## config.mk

```make
export PLATFORM = sky130hd
export DESIGN_NAME = spi_slave_xcvr
export DESIGN_NICKNAME = d
export VERILOG_FILES = /design/src/rtl/spi_slave_xcvr.sv
export SDC_FILE = /design/constraint.sdc
export NUM_CORES = 1
export LEC_CHECK = 0
export CORE_ASPECT_RATIO = 0.9
export CORE_UTILIZATION = 43
export DETAILED_ROUTE_END_ITERATION = 12
export GPL_TIMING_DRIVEN = 1
export PLACE_DENSITY_LB_ADDON = 0.25
export SYNTH_ARGS = -nofsm -noshare
export SYNTH_HDL_FRONTEND = slang
export SYNTH_SLANG_ARGS = --single-unit
```

## constraint.sdc

```tcl
create_clock -name clk -period 2.1 [get_ports clk]
set_clock_uncertainty 0.05 [all_clocks]
set_input_delay 0.525 -clock clk [delete_from_list [all_inputs] [get_ports clk]]
set_output_delay 0.525 -clock clk [all_outputs]
set_load 0.02 [all_outputs]
```

## src/rtl/spi_slave_xcvr.sv

```systemverilog
// 16-bit SPI slave (CPOL=0, CPHA=0) with oversampled pins,
// valid/ack receive port and one-entry load/ready transmit buffer.
module spi_slave_xcvr #(
  parameter int                WIDTH       = 16,
  parameter int                SYNC_STAGES = 2,
  parameter logic [WIDTH-1:0]  IDLE_WORD   = '0
) (
  input  logic             clk,
  input  logic             reset,
  input  logic             spi_cs_l,
  input  logic             spi_sclk,
  input  logic             mosi,
  output logic             miso,
  input  logic [WIDTH-1:0] tx_data,
  input  logic             tx_load,
  output logic             tx_ready,
  output logic [WIDTH-1:0] rx_data,
  output logic             rx_valid,
  input  logic             rx_ack,
  output logic             rx_overrun,
  output logic             busy,
  output logic [4:0]       bit_count
);

  typedef enum logic [1:0] {
    IDLE   = 2'd0,
    ACTIVE = 2'd1,
    DONE   = 2'd2
  } state_t;

  state_t state, state_n;

  logic [SYNC_STAGES-1:0] cs_sync, sclk_sync, mosi_sync;
  logic                   cs_d, sclk_d;
  logic                   cs_s, sclk_s, mosi_s;
  logic                   rise, fall, cs_fall, cs_rise;
  logic [SYNC_STAGES:0]   fill;
  logic                   armed;
  logic                   start, last;

  logic [WIDTH-1:0]       rx_shift, rx_next;
  logic [WIDTH-1:0]       tx_shift, tx_buf, tx_word;
  logic                   tx_full;

  assign cs_s   = cs_sync[SYNC_STAGES-1];
  assign sclk_s = sclk_sync[SYNC_STAGES-1];
  assign mosi_s = mosi_sync[SYNC_STAGES-1];

  assign rise    = sclk_s & ~sclk_d;
  assign fall    = ~sclk_s & sclk_d;
  assign cs_fall = ~cs_s & cs_d;
  assign cs_rise = cs_s & ~cs_d;

  assign start   = (state == IDLE) & cs_fall & armed;
  assign last    = bit_count == 5'(WIDTH - 1);
  assign rx_next = {rx_shift[WIDTH-2:0], mosi_s};
  assign tx_word = tx_full ? tx_buf : IDLE_WORD;
  assign tx_ready = ~tx_full;

  always_ff @(posedge clk) begin
    if (reset) begin
      cs_sync   <= '1;
      sclk_sync <= '0;
      mosi_sync <= '0;
      cs_d      <= 1'b1;
      sclk_d    <= 1'b0;
    end else begin
      cs_sync   <= {cs_sync[SYNC_STAGES-2:0], spi_cs_l};
      sclk_sync <= {sclk_sync[SYNC_STAGES-2:0], spi_sclk};
      mosi_sync <= {mosi_sync[SYNC_STAGES-2:0], mosi};
      cs_d      <= cs_s;
      sclk_d    <= sclk_s;
    end
  end

  // after reset the chains hold stale values; only a cs_fall seen
  // after cs is genuinely high again may start a frame
  always_ff @(posedge clk) begin
    if (reset) begin
      fill  <= '0;
      armed <= 1'b0;
    end else begin
      fill <= {fill[SYNC_STAGES-1:0], 1'b1};
      if (fill[SYNC_STAGES] && cs_s && cs_d)
        armed <= 1'b1;
    end
  end

  always_ff @(posedge clk) begin
    if (reset) state <= IDLE;
    else       state <= state_n;
  end

  always_comb begin
    state_n = state;
    if (cs_rise) begin
      state_n = IDLE;
    end else begin
      unique case (state)
        IDLE:    if (start) state_n = ACTIVE;
        ACTIVE:  if (rise && last) state_n = DONE;
        DONE:    state_n = DONE;
        default: state_n = IDLE;
      endcase
    end
  end

  always_comb begin
    busy = (state == ACTIVE);
  end

  always_ff @(posedge clk) begin
    if (reset) begin
      miso       <= 1'b0;
      rx_shift   <= '0;
      rx_data    <= '0;
      rx_valid   <= 1'b0;
      rx_overrun <= 1'b0;
      bit_count  <= '0;
      tx_shift   <= '0;
      tx_buf     <= '0;
      tx_full    <= 1'b0;
    end else begin
      rx_overrun <= 1'b0;
      if (rx_ack)
        rx_valid <= 1'b0;

      if (tx_load && !tx_full) begin
        tx_buf  <= tx_data;
        tx_full <= 1'b1;
      end else if (start) begin
        tx_full <= 1'b0;
      end

      if (cs_rise) begin
        miso      <= 1'b0;
        bit_count <= '0;
      end else begin
        unique case (state)
          IDLE: begin
            miso      <= 1'b0;
            bit_count <= '0;
            if (start) begin
              tx_shift <= tx_word;
              miso     <= tx_word[WIDTH-1];
              rx_shift <= '0;
            end
          end
          ACTIVE: begin
            if (rise) begin
              rx_shift  <= rx_next;
              bit_count <= bit_count + 5'd1;
              if (last) begin
                rx_data    <= rx_next;
                rx_valid   <= 1'b1;
                rx_overrun <= rx_valid & ~rx_ack;
              end
            end else if (fall) begin
              tx_shift <= {tx_shift[WIDTH-2:0], 1'b0};
              miso     <= tx_shift[WIDTH-2];
            end
          end
          DONE:    ;
          default: ;
        endcase
      end
    end
  end

endmodule

```

Word-level counts from Yosys, hierarchy flattened
Index checks and enable logic that the tools add are counted.
Cells by class
  add/subtract/negate cells: 1
  eq/ne operators: 8
  reduce and logical (&&, ||, !) cells: 16
  muxes and demuxes: 25
  bitwise operators: 17
Operators with widths (number)
  15-bit two-way mux: 5
  15-bit case mux with 2 select lines: 2
  16-bit two-way mux: 1
  1-bit two-way mux: 11
  1-bit inverter: 10
  5-bit case mux with 2 select lines: 1
  4-bit AND reduction: 2
  1-bit AND: 7
  2-bit by 1-bit != test with 1-bit output (second input constant): 3
  2-bit case mux with 3 select lines: 1
  5-bit by 1-bit adder with 5-bit output (second input constant): 1
  5-bit by 4-bit equality test with 1-bit output (second input constant): 1
  5-bit two-way mux: 1
  5-bit AND reduction: 1
  5-bit OR reduction: 1
  1-bit logical AND: 4
  2-bit two-way mux: 2
  2-bit != test (second input constant): 2
  2-bit AND reduction: 2
  2-bit nonzero test: 2
  3-bit AND reduction: 1
  2-bit by 1-bit equality test with 1-bit output (second input constant): 1
  2-bit equality test (second input constant): 1
  2-bit logical NOT: 1
  3 further kinds: 3
Storage, ports and cells
  bits in registers: 85
  word-level logic and storage cells: 85
  bits of input ports: 23
  output and inout port bits: 26

Depth between registers and ports, before layout
  word-level depth: 6
  mapped depth: 8
  depth with buffers taken out: 7

Worst setup path before layout
No wires, ideal clock.
  path type: register -> register
  start point: register state[1]
  end point: register rx_shift[10]
  stages on the path, launching flop included: 9
  period minus slack after synthesis: 1.762 ns
  slack: 0.338 ns
  required time: 1.933 ns
  arrival time: 1.595 ns
  library setup time: 0.117 ns
  buffers on the path: 2
  cells stage by stage: dfxtp_1 > inv_1 > ha_1 > buf_6 > nand2b_2 > nor2_4 > o22ai_2 > buf_6 > a22o_1
Between the ends
  elaborated cells between the ends (all ways): 9
  classes of those cells: eq/ne (3); mux (1); bitwise (2); reduce/logical (3)
RTL lines
  start: declaration: RTL line 31  | state_t state, state_n;
  start signal: assignment: RTL line 91  | else state <= state_n;
  2-bit by 1-bit equality test with 1-bit output (*)
  named net busy: RTL line 21  | output logic busy,
  2-bit by 1-bit != test with 1-bit output (no source line) or 2-bit nonzero test (tied branches)
  4-bit AND reduction (no source line)
  end signal: assignment: RTL line 151  | rx_shift <= rx_next;
  end: declaration: RTL line 41  | logic [WIDTH-1:0] rx_shift, rx_next;
The timed path passes the listed nets; every way through them passes the cells marked *.
A chain may end at the register's enable or synchronous reset.

Final worst setup path
  start point: register bit_count[0]
  end point: output port bit_count[0]
RTL lines
  start: declaration: RTL line 22  | output logic [4:0] bit_count
  start signal: assignment: RTL line 152  | bit_count <= bit_count + 5'd1;
No word-level cell between the ends.

==> results <==
- The largest net degree at the start of global routing is 50.
- Of the post-synthesis cell area, the dominant cell type holds 47.70%.
- The detailed placement HPWL is 4.666 mm.
- The source of the critical timing path is bit_count[0]$_SDFFE_PP0P_.
- Summing over every cut layer, the via total after detailed routing is 2709.
- The max-capacitance violation count is 0.
- The final layout net count is 441.
- The synthesized netlist cell count is 373.
- The die is 98.01 um wide.
- The synthesized netlist net count is 400.
- The number of cells after detailed placement is 502.
- TritonCTS created 9 clock buffers.
- The flow ran to the end, but the final reports show violations.
- The first TritonRoute pass finished after 8 iterations.
- Port buffering added 48 buffers.
- Together, buffers and inverters on the worst path number 1.
- After the first detailed-routing iteration, the DRC count stood at 118.
- The per-instance average area after synthesis is 9.563 um2.
- The final routed wirelength across all metal layers is 7.138 mm.
- After synthesis, the most frequently instantiated cells are sky130_fd_sc_hd__dfxtp_1, sky130_fd_sc_hd__nand2_1, sky130_fd_sc_hd__a21oi_1, sky130_fd_sc_hd__nor2_1, sky130_fd_sc_hd__a22o_1.
- In this run the critical register-to-register path is launched from bit_count[0]$_SDFFE_PP0P_.
- Derived from the worst setup path, the maximum achievable clock frequency is 512.1 MHz.
- By area the synthesized netlist is led by sky130_fd_sc_hd__dfxtp_1, sky130_fd_sc_hd__nand2_1, sky130_fd_sc_hd__a21oi_1.
- The number of H-tree levels is 3.
- The kind of cell adding the most delay to the critical path is buffers and inverters.
- The met1 track demand over resource in global routing is 24.67%.
- Clock-pin slew was measured on the worst setup and hold paths at 0.09 ns.
- For this design the ratio of total power to cell area is 707.1 nW/um2.
- The sequential cell area fraction in the yosys report is 47.70%.
- The number of antenna violations at the first check in global routing is 0.
- The total congestion overflow is 0.
- Counting distinct cell types in the post-synthesis netlist gives 47.
- Headroom to the max-slew limit came out at 67.87%.
- The total of flip-flops plus latches after synthesis is 85.
- The core outline area is 8029 um2.
- For this configuration, the core starts out at a cell density of 44.43%.
- The origin of the worst min-delay path is cs_sync[0]$_SDFF_PP1_.
- The library cell with the largest summed area after synthesis is sky130_fd_sc_hd__dfxtp_1.
- The class of the most critical hold timing path is reg -> reg.
- The setup TNS after final layout is 0 ns.
- Setup repair after global routing left no endpoint under its margin.
- In the routed layout, each cell is associated on average with a via count of 5.230.
- The startpoint type of the worst setup path is a flop.
- Counting along the longest clock path gives a buffer depth of 2.
- The finished layout holds 518 standard cells, fillers aside.
- Summed over all cells, the static leakage comes to 1.651 nW.
- Data on the critical path arrives at its endpoint at 1.38 ns.
- The number of max-slew violations in the final report came to 0.
- Traced cell by cell, the critical path runs through clkdlybuf4s50_1.
- The total of endpoints with negative setup slack in the final report is 0.
- Global routing used 3.870% of the available met3 tracks.
- The area of the die is 8664 um2.
- Among all cell types in the netlist, the one instantiated most often is sky130_fd_sc_hd__dfxtp_1.
- Of the available clock period, the critical path in the final layout requires 92.99%.
- The worst path meets setup with 0.1471 ns of slack.
- By startpoint and endpoint, the worst setup path is classified as reg -> out.
- The placement row count is 31.
- The most used flip-flop cell after synthesis is sky130_fd_sc_hd__dfxtp_1.
- The post-placement worst setup slack is 0.1719 ns.
- The number of global-route vias before repair is 2462.
- The number of primary I/O pins is 49.
- The total DRC errors in the routed layout is 1.
- Once detail routing completed, the nets flagged for antenna violations numbered 0.
- The fraction of registers with async set/reset is 0%.
- Cells fill 53.72% of the core in the end.
- The routability congestion estimate from global placement is 0.7321.
- The CTS sink count is 85.
- STA classifies the critical path endpoint as a primary output.
- The TritonCTS clock tree is built.
- The actual slew at the worst max-slew pin is 0.4819 ns.
- In this run the vertical extent of the chip is 88.41 um.
- The global-route met2 utilization is 25.03%.
- The wire length of the first global-routing pass is 11.88 mm.
- The final antenna diode count is 0.
- The worst hold slack across all endpoints is 0.3638 ns.
- The largest fanout on the critical path is 5.
- The routed length per placed instance is 13.78 um.
- IR analysis of the VDD net gives a maximum drop of 0.3818 mV.
- The number of hold buffers added after cts is 0.
- The clock period minus final worst setup slack is 1.953 ns.
- The synthesis-to-layout area growth is 20.91%.
- The clock insertion delay at the later pin of the skew report is 0.35 ns.
- Yosys mapped a number of flops with a built-in enable equal to 0.
- Data on the critical path is required at its endpoint by 1.52 ns.
- The proportion of layout cells with a drive suffix above 1 is 18.14%.
- The global routing stage identified its most utilized layer as met2.
- The clock tree root buffer cell is sky130_fd_sc_hd__clkbuf_8.
- The cell area that synthesis handed to floorplanning was 3567 um2.
- The total track usage is 17.27%.
- The Yosys step of the flow raised 0 warnings.
- The largest incremental delay on the critical path is 0.63 ns.
- The cell with the largest stage delay on the worst path is sky130_fd_sc_hd__clkdlybuf4s50_1.
- The number of setup buffers added after CTS is 0.
- The checks that failed: DRC.
- The final number of hold-violating endpoints is 0.
[area by class of cell]
class	instances	area, um2
fillers	719	3716
clock buffers	10	137.6
clock inverters	6	68.82
repair buffers	60	589.3
well taps	99	123.9
inverters	7	26.28
flip-flops and latches	85	1702
multi-input cells	251	1665
[timing repair]
action / 4_1_cts / 5_1_grt
setup endpoints to repair: 1 / 28
resized for setup: 1 / 2
pin swaps: 0 / 0
[per-layer routing]
layer  share of wire, %  up-vias
met3                3.5        4
met5                  0        -
met2                 43       32
met4               0.83        0
met1                 53     1298
li1                   -     1375
[flip-flops by register name, summed over array words and instances (netlist names), 2 cells and up]
register / cells
sclk_sync: 2
mosi_sync: 2
tx_buf: 16
bit_count: 5
state: 2
tx_shift: 15
cs_sync: 2
rx_shift: 15
fill: 3
rx_data: 16
[report_power, final]
| group | leakage (nW) | internal (mW) | switching [mW] |
|---|---|---|---|
| sequential | 0.690 | 1.64 | 0.0166 |
| combinational | 0.857 | 0.0873 | 0.117 |
| clock | 0.104 | 0.593 | 0.594 |
| total | 1.65 | 2.32 | 0.728 |
[path summary, 6_finish.rpt]
path              slack [ns]                     to  depth (start not counted)
setup / recovery        0.15           bit_count[0]                          1
hold / removal          0.36  cs_sync[1]$_SDFF_PP1_                          1
setup reg to reg        0.25  state[1]$_SDFFE_PP0P_                          7
hold reg to reg         0.36  cs_sync[1]$_SDFF_PP1_                          1
[kinds of logic (layout without fill, tap and decap cells)]
group           after synthesis  in the layout  synth area share (%)
flops                        85             85                 47.70
fa+ha+maj                     4              4                 1.403
compound gates              106            106                 24.90
simple gates                138            138                 18.91
xor+xnor                      2              2                0.4911
mux                           1              1                0.2806
buf+inv                      37             83                 6.314
[cell usage in the layout (no fill, tap or decap), types with 4 or more instances in the layout]
cell type | netlist | final
sky130_fd_sc_hd__dfxtp_1 | 85 | 85
sky130_fd_sc_hd__nand2_1 | 83 | 83
sky130_fd_sc_hd__a21oi_1 | 52 | 52
sky130_fd_sc_hd__clkdlybuf4s50_1 | 0 | 46
sky130_fd_sc_hd__nor2_1 | 19 | 19
sky130_fd_sc_hd__a22o_1 | 15 | 15
sky130_fd_sc_hd__o211ai_2 | 14 | 14
sky130_fd_sc_hd__o41ai_2 | 14 | 14
sky130_fd_sc_hd__clkbuf_8 | 0 | 10
sky130_fd_sc_hd__buf_4 | 1 | 10
sky130_fd_sc_hd__nor2b_1 | 8 | 8
sky130_fd_sc_hd__inv_1 | 6 | 6
sky130_fd_sc_hd__ha_1 | 4 | 4
[through the flow]
stage	area, um2	power (mW)
finish	4313	3.050
CTS	4297	3.083
detailed placement	4091	1.900
floorplan	3567	1.818
global placement	4091	1.897
global route	4313	3.194
Note: power is estimated with default switching activity, not from simulation.
